[src/rtl/ofdm_pkg.sv]
// Shared OFDM constellation constants and sample packing, used by the TX mapper and RX demapper.
package ofdm_pkg;

    localparam int LEVEL_HI = 32736;
    localparam int LEVEL_LO = 10803;
    localparam int THRESH   = 21770;

    typedef enum logic [1:0] {
        AxisNegHi = 2'b00,
        AxisNegLo = 2'b01,
        AxisPosHi = 2'b10,
        AxisPosLo = 2'b11
    } axis_code_e;

    // One FFT bin as carried on the 32-bit stream: {re, im}.
    typedef struct packed {
        logic signed [15:0] re;
        logic signed [15:0] im;
    } iq_t;

endpackage

[src/rtl/qam_demapper_if.sv]
// Valid/ready stream with frame-last marker; used for both the sample input and word output.
interface qam_demapper_if #(
    parameter int unsigned W = 32
) ();
    logic [W-1:0] data;
    logic         valid;
    logic         ready;
    logic         last;

    modport master (output data, output valid, output last, input ready);
    modport slave  (input data, input valid, input last, output ready);
endinterface

[src/rtl/qam_axis_slicer.sv]
// Hard decision of one signed axis onto the four 16-QAM amplitude levels.
module qam_axis_slicer
    import ofdm_pkg::*;
(
    input  logic signed [15:0] x_i,
    output axis_code_e         code_o
);

    localparam logic signed [15:0] Th = 16'(THRESH);

    always_comb begin
        if (x_i >= Th) begin
            code_o = AxisPosHi;
        end else if (x_i >= 16'sd0) begin
            code_o = AxisPosLo;
        end else if (x_i > -Th) begin
            code_o = AxisNegLo;
        end else begin
            code_o = AxisNegHi;
        end
    end

endmodule

[src/rtl/qam_demapper.sv]
// RX 16-QAM demapper: slices enabled data bins of each FFT frame and packs symbols MSB-first.
module qam_demapper
    import ofdm_pkg::*;
#(
    parameter int unsigned B     = 8,
    parameter int unsigned N     = 8,
    parameter int unsigned M     = 16,
    parameter int unsigned LOG2M = 4
) (
    input  logic          aclk,
    input  logic          reset,
    input  logic [N-1:0]  carrier_control,
    qam_demapper_if.slave  s_axis,
    qam_demapper_if.master m_axis,
    output logic          frame_done,
    output logic          frame_err
);

    localparam int unsigned BinW = $clog2(2 * N);
    localparam int unsigned IdxW = $clog2(N);
    localparam int unsigned SymW = $clog2(M);
    localparam int unsigned CntW = $clog2(2 * B + 1);

    logic [BinW-1:0] bin_cnt_q, bin_cnt_d;
    logic [N-1:0]    ctl_q, ctl_d, ctl_eff;
    logic            v1_q, v1_d, act_q, act_d, last_q, last_d, done_q, done_d;
    logic [SymW-1:0] sym_q, sym_d;
    logic [2*B-1:0]  acc_q, acc_d, shifted;
    logic [CntW-1:0] acc_cnt_q, acc_cnt_d;
    logic [B-1:0]    data_q, data_d;
    logic            m_valid_q, m_valid_d, frame_err_q, frame_err_d;
    logic            adv2, s_ready, beat, retire, end_bin, active;
    iq_t             iq;
    axis_code_e      code_re, code_im;

    assign iq = iq_t'(s_axis.data);

    qam_axis_slicer u_slice_re (.x_i(iq.re), .code_o(code_re));
    qam_axis_slicer u_slice_im (.x_i(iq.im), .code_o(code_im));

    always_comb begin
        adv2    = !m_valid_q || m_axis.ready;
        s_ready = !v1_q || adv2;
        beat    = s_axis.valid && s_ready;
        retire  = v1_q && adv2;
        end_bin = (bin_cnt_q == BinW'(2 * N - 1));
        // The mask for the current frame is latched on bin 0, so bin 0 sees the live input.
        ctl_eff = (bin_cnt_q == '0) ? carrier_control : ctl_q;
        active  = (bin_cnt_q != '0) && (bin_cnt_q < BinW'(N)) && ctl_eff[bin_cnt_q[IdxW-1:0]];
    end

    always_comb begin
        bin_cnt_d   = bin_cnt_q;
        ctl_d       = ctl_q;
        frame_err_d = 1'b0;
        v1_d        = v1_q;
        sym_d       = sym_q;
        act_d       = act_q;
        last_d      = last_q;
        done_d      = done_q;
        acc_d       = acc_q;
        acc_cnt_d   = acc_cnt_q;
        data_d      = data_q;
        m_valid_d   = m_valid_q && !m_axis.ready;
        shifted     = '0;
        frame_done  = retire && done_q;

        if (beat) begin
            if (bin_cnt_q == '0) begin
                ctl_d = carrier_control;
            end
            bin_cnt_d   = (end_bin || s_axis.last) ? '0 : bin_cnt_q + 1'b1;
            frame_err_d = end_bin != s_axis.last;
        end

        if (s_ready) begin
            v1_d   = beat;
            sym_d  = {code_re, code_im};
            act_d  = active;
            last_d = end_bin || s_axis.last;
            done_d = end_bin;
        end

        if (retire && act_q) begin
            acc_d     = {acc_q[2*B-SymW-1:0], sym_q};
            acc_cnt_d = acc_cnt_q + CntW'(LOG2M);
            if (acc_cnt_d >= CntW'(B)) begin
                shifted   = acc_d >> (acc_cnt_d - CntW'(B));
                data_d    = shifted[B-1:0];
                m_valid_d = 1'b1;
                acc_cnt_d = acc_cnt_d - CntW'(B);
            end
        end

        // A word completed by the final symbol is still emitted; only the partial tail is dropped.
        if (retire && last_q) begin
            acc_cnt_d = '0;
        end
    end

    always_ff @(posedge aclk or posedge reset) begin
        if (reset) begin
            bin_cnt_q   <= '0;
            ctl_q       <= '0;
            frame_err_q <= 1'b0;
            v1_q        <= 1'b0;
            sym_q       <= '0;
            act_q       <= 1'b0;
            last_q      <= 1'b0;
            done_q      <= 1'b0;
            acc_q       <= '0;
            acc_cnt_q   <= '0;
            data_q      <= '0;
            m_valid_q   <= 1'b0;
        end else begin
            bin_cnt_q   <= bin_cnt_d;
            ctl_q       <= ctl_d;
            frame_err_q <= frame_err_d;
            v1_q        <= v1_d;
            sym_q       <= sym_d;
            act_q       <= act_d;
            last_q      <= last_d;
            done_q      <= done_d;
            acc_q       <= acc_d;
            acc_cnt_q   <= acc_cnt_d;
            data_q      <= data_d;
            m_valid_q   <= m_valid_d;
        end
    end

    assign s_axis.ready = s_ready;
    assign m_axis.data  = data_q;
    assign m_axis.valid = m_valid_q;
    assign m_axis.last  = 1'b0;
    assign frame_err    = frame_err_q;

endmodule

[src/flat_wrapper.sv]
// flat-port wrapper written by rule: the top's interface ports become plain ports
module qam_demapper_flat import ofdm_pkg::*;
#(
    parameter int unsigned B     = 8,
    parameter int unsigned N     = 8,
    parameter int unsigned M     = 16,
    parameter int unsigned LOG2M = 4
)
  (aclk, reset, carrier_control, frame_done, frame_err, s_axis_data, s_axis_valid, s_axis_last, s_axis_ready, m_axis_data, m_axis_valid, m_axis_last, m_axis_ready);
  qam_demapper_if #(.W(32)) s_axis_i ();
  qam_demapper_if #(.W(8)) m_axis_i ();
  input  logic aclk;
  input  logic reset;
  input  logic [N-1:0] carrier_control;
  output logic frame_done;
  output logic frame_err;
  input wire logic [$bits(s_axis_i.data)-1:0] s_axis_data;
  input wire logic [$bits(s_axis_i.valid)-1:0] s_axis_valid;
  input wire logic [$bits(s_axis_i.last)-1:0] s_axis_last;
  output wire logic [$bits(s_axis_i.ready)-1:0] s_axis_ready;
  output wire logic [$bits(m_axis_i.data)-1:0] m_axis_data;
  output wire logic [$bits(m_axis_i.valid)-1:0] m_axis_valid;
  output wire logic [$bits(m_axis_i.last)-1:0] m_axis_last;
  input wire logic [$bits(m_axis_i.ready)-1:0] m_axis_ready;
  assign s_axis_i.data = s_axis_data;
  assign s_axis_i.valid = s_axis_valid;
  assign s_axis_i.last = s_axis_last;
  assign s_axis_ready = s_axis_i.ready;
  assign m_axis_data = m_axis_i.data;
  assign m_axis_valid = m_axis_i.valid;
  assign m_axis_last = m_axis_i.last;
  assign m_axis_i.ready = m_axis_ready;
  qam_demapper #(.B(B), .N(N), .M(M), .LOG2M(LOG2M)) u_core (.aclk(aclk), .reset(reset), .carrier_control(carrier_control), .s_axis(s_axis_i), .m_axis(m_axis_i), .frame_done(frame_done), .frame_err(frame_err));
endmodule
[config.mk]
export PLATFORM = sky130hd
export DESIGN_NAME = qam_demapper_flat
export DESIGN_NICKNAME = d
export VERILOG_FILES = /design/src/rtl/ofdm_pkg.sv /design/src/rtl/qam_demapper_if.sv /design/src/rtl/qam_axis_slicer.sv /design/src/rtl/qam_demapper.sv /design/src/flat_wrapper.sv
export SDC_FILE = /design/constraint.sdc
export NUM_CORES = 1
export LEC_CHECK = 0
export BUFFER_PORTS_ARGS = -buffer_cell sky130_fd_sc_hd__buf_2
export CORE_MARGIN = 5
export CORE_UTILIZATION = 33
export DETAILED_ROUTE_END_ITERATION = 12
export SLEW_MARGIN = 20
export SYNTH_ARGS = -nofsm -noshare
export SYNTH_HDL_FRONTEND = slang
export SYNTH_SLANG_ARGS = --single-unit
export TNS_END_PERCENT = 10
[constraint.sdc]
create_clock -name aclk -period 5.25 [get_ports aclk]
set_clock_uncertainty 0.15 [all_clocks]
set_input_delay 0 -clock aclk [delete_from_list [all_inputs] [get_ports aclk]]
set_output_delay 0 -clock aclk [all_outputs]
set_load 0.02 [all_outputs]
==> impl_metrics.prom <==
# TYPE chip_impl_metric gauge
chip_impl_info{name="status",value="finished, final reports clean"} 1
chip_impl_metric{name="clockBufferDepth",unit=""} 2
chip_impl_metric{name="synth-async-reset-ratio",unit="%"} 100
chip_impl_metric{name="placement.io_buffers",unit=""} 56
chip_impl_metric{name="avgRoutedWirePerCell",unit="um"} 13.6
chip_impl_info{name="path_class",value="flop to flop"} 1
chip_impl_metric{name="antenna_cells_inserted",unit=""} 0
chip_impl_metric{name="p_int",unit="uW"} 897
chip_impl_metric{name="share_of_final_layout_standard_cells_stronger_than_drive_strength_1",unit="%"} 30.8
chip_impl_metric{name="drtIter0Drc",unit=""} 101
chip_impl_metric{name="dp_hpwl",unit="um"} 4070
chip_impl_metric{name="synth_area_per_cell",unit="sq um"} 10.5
chip_impl_metric{name="htree_num_levels",unit=""} 2
chip_impl_metric{name="power.share.clock",unit="%"} 17.8
chip_impl_metric{name="ioPinCount",unit=""} 58
chip_impl_metric{name="static-leakage-power",unit="uW"} 0.00143
chip_impl_metric{name="post_syn_instances",unit=""} 241
chip_impl_metric{name="period_share",unit="%"} 57.0
chip_impl_metric{name="power-per-cell-area",unit="mW/mm^2"} 443
chip_impl_metric{name="cap_viol_max_count",unit=""} 0
chip_impl_metric{name="antenna_found_initial",unit=""} 0
chip_impl_metric{name="dp_cells",unit=""} 391
chip_impl_metric{name="worst-slew-pin-transition",unit="ps"} 683
chip_impl_metric{name="worst_ir_drop_vdd",unit="mV"} 0.166
chip_impl_info{name="hp-class",value="input port to flop"} 1
chip_impl_info{name="synth-main-ff-cell",value="sky130_fd_sc_hd__dfrtp_1"} 1
chip_impl_info{name="tritoncts",value="yes"} 1
chip_impl_metric{name="grt_remaining_overflow",unit=""} 0
chip_impl_metric{name="worst_ep_required_time",unit="ps"} 5270
chip_impl_metric{name="p_comb_share",unit="%"} 41.7
chip_impl_metric{name="floorplan.die.width",unit="um"} 97.6
chip_impl_info{name="layout_common_cells",value="sky130_fd_sc_hd__buf_2, sky130_fd_sc_hd__dfrtp_1, sky130_fd_sc_hd__mux2_2, sky130_fd_sc_hd__o21ai_0, sky130_fd_sc_hd__dlygate4sd3_1"} 1
chip_impl_metric{name="clkTransAtPathRegs",unit="ps"} 90
chip_impl_metric{name="report.final.setup_viol",unit=""} 0
chip_impl_metric{name="worstSkewPairLatency",unit="ps"} 300
chip_impl_metric{name="yosysSeqAreaShare",unit="%"} 44.4
chip_impl_metric{name="fin_nets",unit=""} 366
chip_impl_metric{name="start_util",unit="%"} 33.3
chip_impl_metric{name="power.switching_fraction",unit="%"} 36.9
chip_impl_info{name="synth_top_area_cell",value="sky130_fd_sc_hd__dfrtp_1"} 1
chip_impl_metric{name="detail_route.wirelength",unit="um"} 5650
chip_impl_metric{name="syn_nets",unit=""} 292
chip_impl_info{name="worst_setup_path_end_kind",value="flop"} 1
chip_impl_metric{name="ys_seq_elements",unit=""} 45
chip_impl_metric{name="grt_start_max_net_pins",unit=""} 46
chip_impl_metric{name="ant_nets",unit=""} 0
chip_impl_metric{name="postCtsResizedCells",unit=""} 0
chip_impl_info{name="clock_tree.root_cell",value="sky130_fd_sc_hd__clkbuf_8"} 1
chip_impl_metric{name="die-area",unit="sq mm"} 0.00953
chip_impl_metric{name="via_per_inst",unit=""} 5.13
chip_impl_metric{name="via_count",unit=""} 2140
chip_impl_metric{name="first_pass_grt_wire_length",unit="um"} 9720
chip_impl_metric{name="cts-buffers-inserted",unit=""} 5
chip_impl_metric{name="place.gp.congestion",unit=""} 0.745
chip_impl_metric{name="detailed_routing_iterations_pass_1",unit=""} 4
chip_impl_metric{name="critPathArrivalTime",unit="ps"} 3020
chip_impl_metric{name="syn_area",unit="sq mm"} 0.00253
chip_impl_metric{name="area_growth_syn_to_layout",unit="%"} 26.7
chip_impl_metric{name="rows",unit=""} 32
chip_impl_metric{name="final_hold_viol_count",unit=""} 0
chip_impl_metric{name="layoutNonFillerInstCount",unit=""} 417
chip_impl_metric{name="drcViolationCount",unit=""} 0
chip_impl_metric{name="synth_top_area_share",unit="%"} 44.4
chip_impl_metric{name="path_max_fanout",unit=""} 16
chip_impl_metric{name="final_core_utilization",unit="%"} 42.2
chip_impl_metric{name="slew-limit-headroom",unit="%"} 54.5
chip_impl_metric{name="max_freq",unit="GHz"} 0.334
chip_impl_metric{name="core-area",unit="sq mm"} 0.00761
chip_impl_info{name="timing.critical_path.from_type",value="flop"} 1
chip_impl_info{name="unrepaired_setup_endpoints_after_global_routing",value="no"} 1
chip_impl_metric{name="synth_edf_count",unit=""} 0
chip_impl_metric{name="vias_in_the_first_global_route",unit=""} 2098
chip_impl_metric{name="track_usage",unit="%"} 12.1
chip_impl_metric{name="total_negative_slack",unit="ps"} 0
chip_impl_metric{name="power.sequential.fraction",unit="%"} 40.4
chip_impl_metric{name="vertical_extent_of_the_die",unit="um"} 97.6
chip_impl_metric{name="final-max-slew-violation-count",unit=""} 0
chip_impl_metric{name="period_minus_slack",unit="ps"} 2990
chip_impl_metric{name="cts.sink_count",unit=""} 45
chip_impl_metric{name="synth-warning-count",unit=""} 0
chip_impl_metric{name="cts_setup_buffers",unit=""} 0
chip_impl_metric{name="post_synth_num_cell_types",unit=""} 54
chip_impl_info{name="synth_area_leaders",value="sky130_fd_sc_hd__dfrtp_1, sky130_fd_sc_hd__mux2_2, sky130_fd_sc_hd__o21ai_0"} 1
chip_impl_metric{name="switching_power",unit="uW"} 524
chip_impl_info{name="most_common_cell_after_layout_fill_and_taps_aside",value="sky130_fd_sc_hd__buf_2"} 1
[path summary, 6_finish.rpt]
path | from | end | slack, ps | depth (start not counted)
worst max-delay path | u_core.m_axis.valid$_DFF_PP0_ | u_core.sym_q[0]$_DFFE_PP0N_ | 2260 | 7
worst min-delay path | s_axis_last | u_core.frame_err$_DFF_PP0_ | 5 | 4
worst max register to register | u_core.m_axis.valid$_DFF_PP0_ | u_core.sym_q[0]$_DFFE_PP0N_ | 2260 | 7
worst min register to register | u_core.done_q$_DFFE_PP0N_ | u_core.done_q$_DFFE_PP0N_ | 360 | 2
max in group asynchronous | reset | u_core.v1_q$_DFFE_PP0N_ | 4330 | 4
min in group asynchronous | reset | u_core.acc_cnt_q[3]$_DFFE_PP0P_ | 240 | 4
[what timing repair did]
action	in CTS	in global routing
endpoints found under the setup margin	0	0
hold endpoints to repair	62	0
hold buffers	19	0
[cell usage after synthesis, drive strengths merged (3+ instances only)]
library cell	number
nand3	10
nor4	3
mux2i	4
nand2	18
o41ai	9
o21ai	25
nand4	3
nor2b	3
nor4bb	5
nand2b	5
ha	6
mux2	27
clkbuf	7
nor2	6
a21oi	13
o2111ai	3
a22oi	3
dfrtp	45
inv	10
[worst max-delay path, stage by stage (launching register included)]
cell	delay (ps)
sky130_fd_sc_hd__dfrtp_1	390
sky130_fd_sc_hd__nand2b_1	180
sky130_fd_sc_hd__nor2_1	430
sky130_fd_sc_hd__inv_1	380
sky130_fd_sc_hd__o2111ai_1	160
sky130_fd_sc_hd__dlygate4sd3_1	560
sky130_fd_sc_hd__o31ai_1	60
sky130_fd_sc_hd__dlygate4sd3_1	550
[final cells by class]
cell class | count | area (sq um)
Inverter | 11 | 41.3
Fill cell | 752 | 4400
Multi-Input combinational cell | 176 | 1330
Sequential cell | 45 | 1130
Tap cell | 102 | 128
Timing Repair Buffer | 76 | 478
Clock inverter | 2 | 35.0
Clock buffer | 5 | 68.8
[sequential cells by signal, summed over array words and instances (netlist names)]
register and count:
u_core.last_q 1, u_core.act_q 1, u_core.acc_cnt_q 3, u_core.v1_q 1
u_core.m_axis.valid 1, u_core.bin_cnt_q 4, u_core.ctl_q 8, u_core.sym_q 4
u_core.done_q 1, u_core.acc_q 12, u_core.frame_err 1, u_core.m_axis.data 8
[metal layers]
layer / wire, um / share of wire [%] / vias up / GRT usage, %
met1: 2660 / 47 / 1013 / 16.5
met4: 114 / 2.0 / 0 / 4.47
met3: 250 / 4.4 / 8 / 2.15
li1: - / - / 1068 / -
met2: 2630 / 46 / 51 / 19.2
met5: 0 / 0 / - / 0
[metrics by stage]
stage / hold WS (ps) / area [sq um] / total power, uW / setup slack, ps
after floorplan: -65.3 / 2530 / 1010 / 3090
after global placement: 26.3 / 2910 / 1140 / 2650
after detailed placement: 33.6 / 2910 / 1160 / 2510
after CTS: 10.1 / 3200 / 1430 / 2190
after global routing: 29.4 / 3210 / 1530 / 2000
final: 4.88 / 3210 / 1420 / 2260
[power by group through the flow]
stage | registers [uW] | clock network [uW] | logic [uW]
after global placement | 576 | 0 | 567
after floorplan | 573 | 0 | 440
final | 575 | 253 | 593
after detailed placement | 581 | 0 | 582
after CTS | 575 | 259 | 598
after global routing | 596 | 273 | 663
[kinds of logic after synthesis]
kind of cell	Yosys count	share of synthesized area [%]
compound gates	66	17.1
mux	32	14.6
simple gates	69	16.8
flops	45	44.4
buf+inv	20	3.16
other cells	1	0.148
xor+xnor	2	0.691
fa+ha+maj	6	2.96
Note: power is estimated with default switching activity, not from simulation.
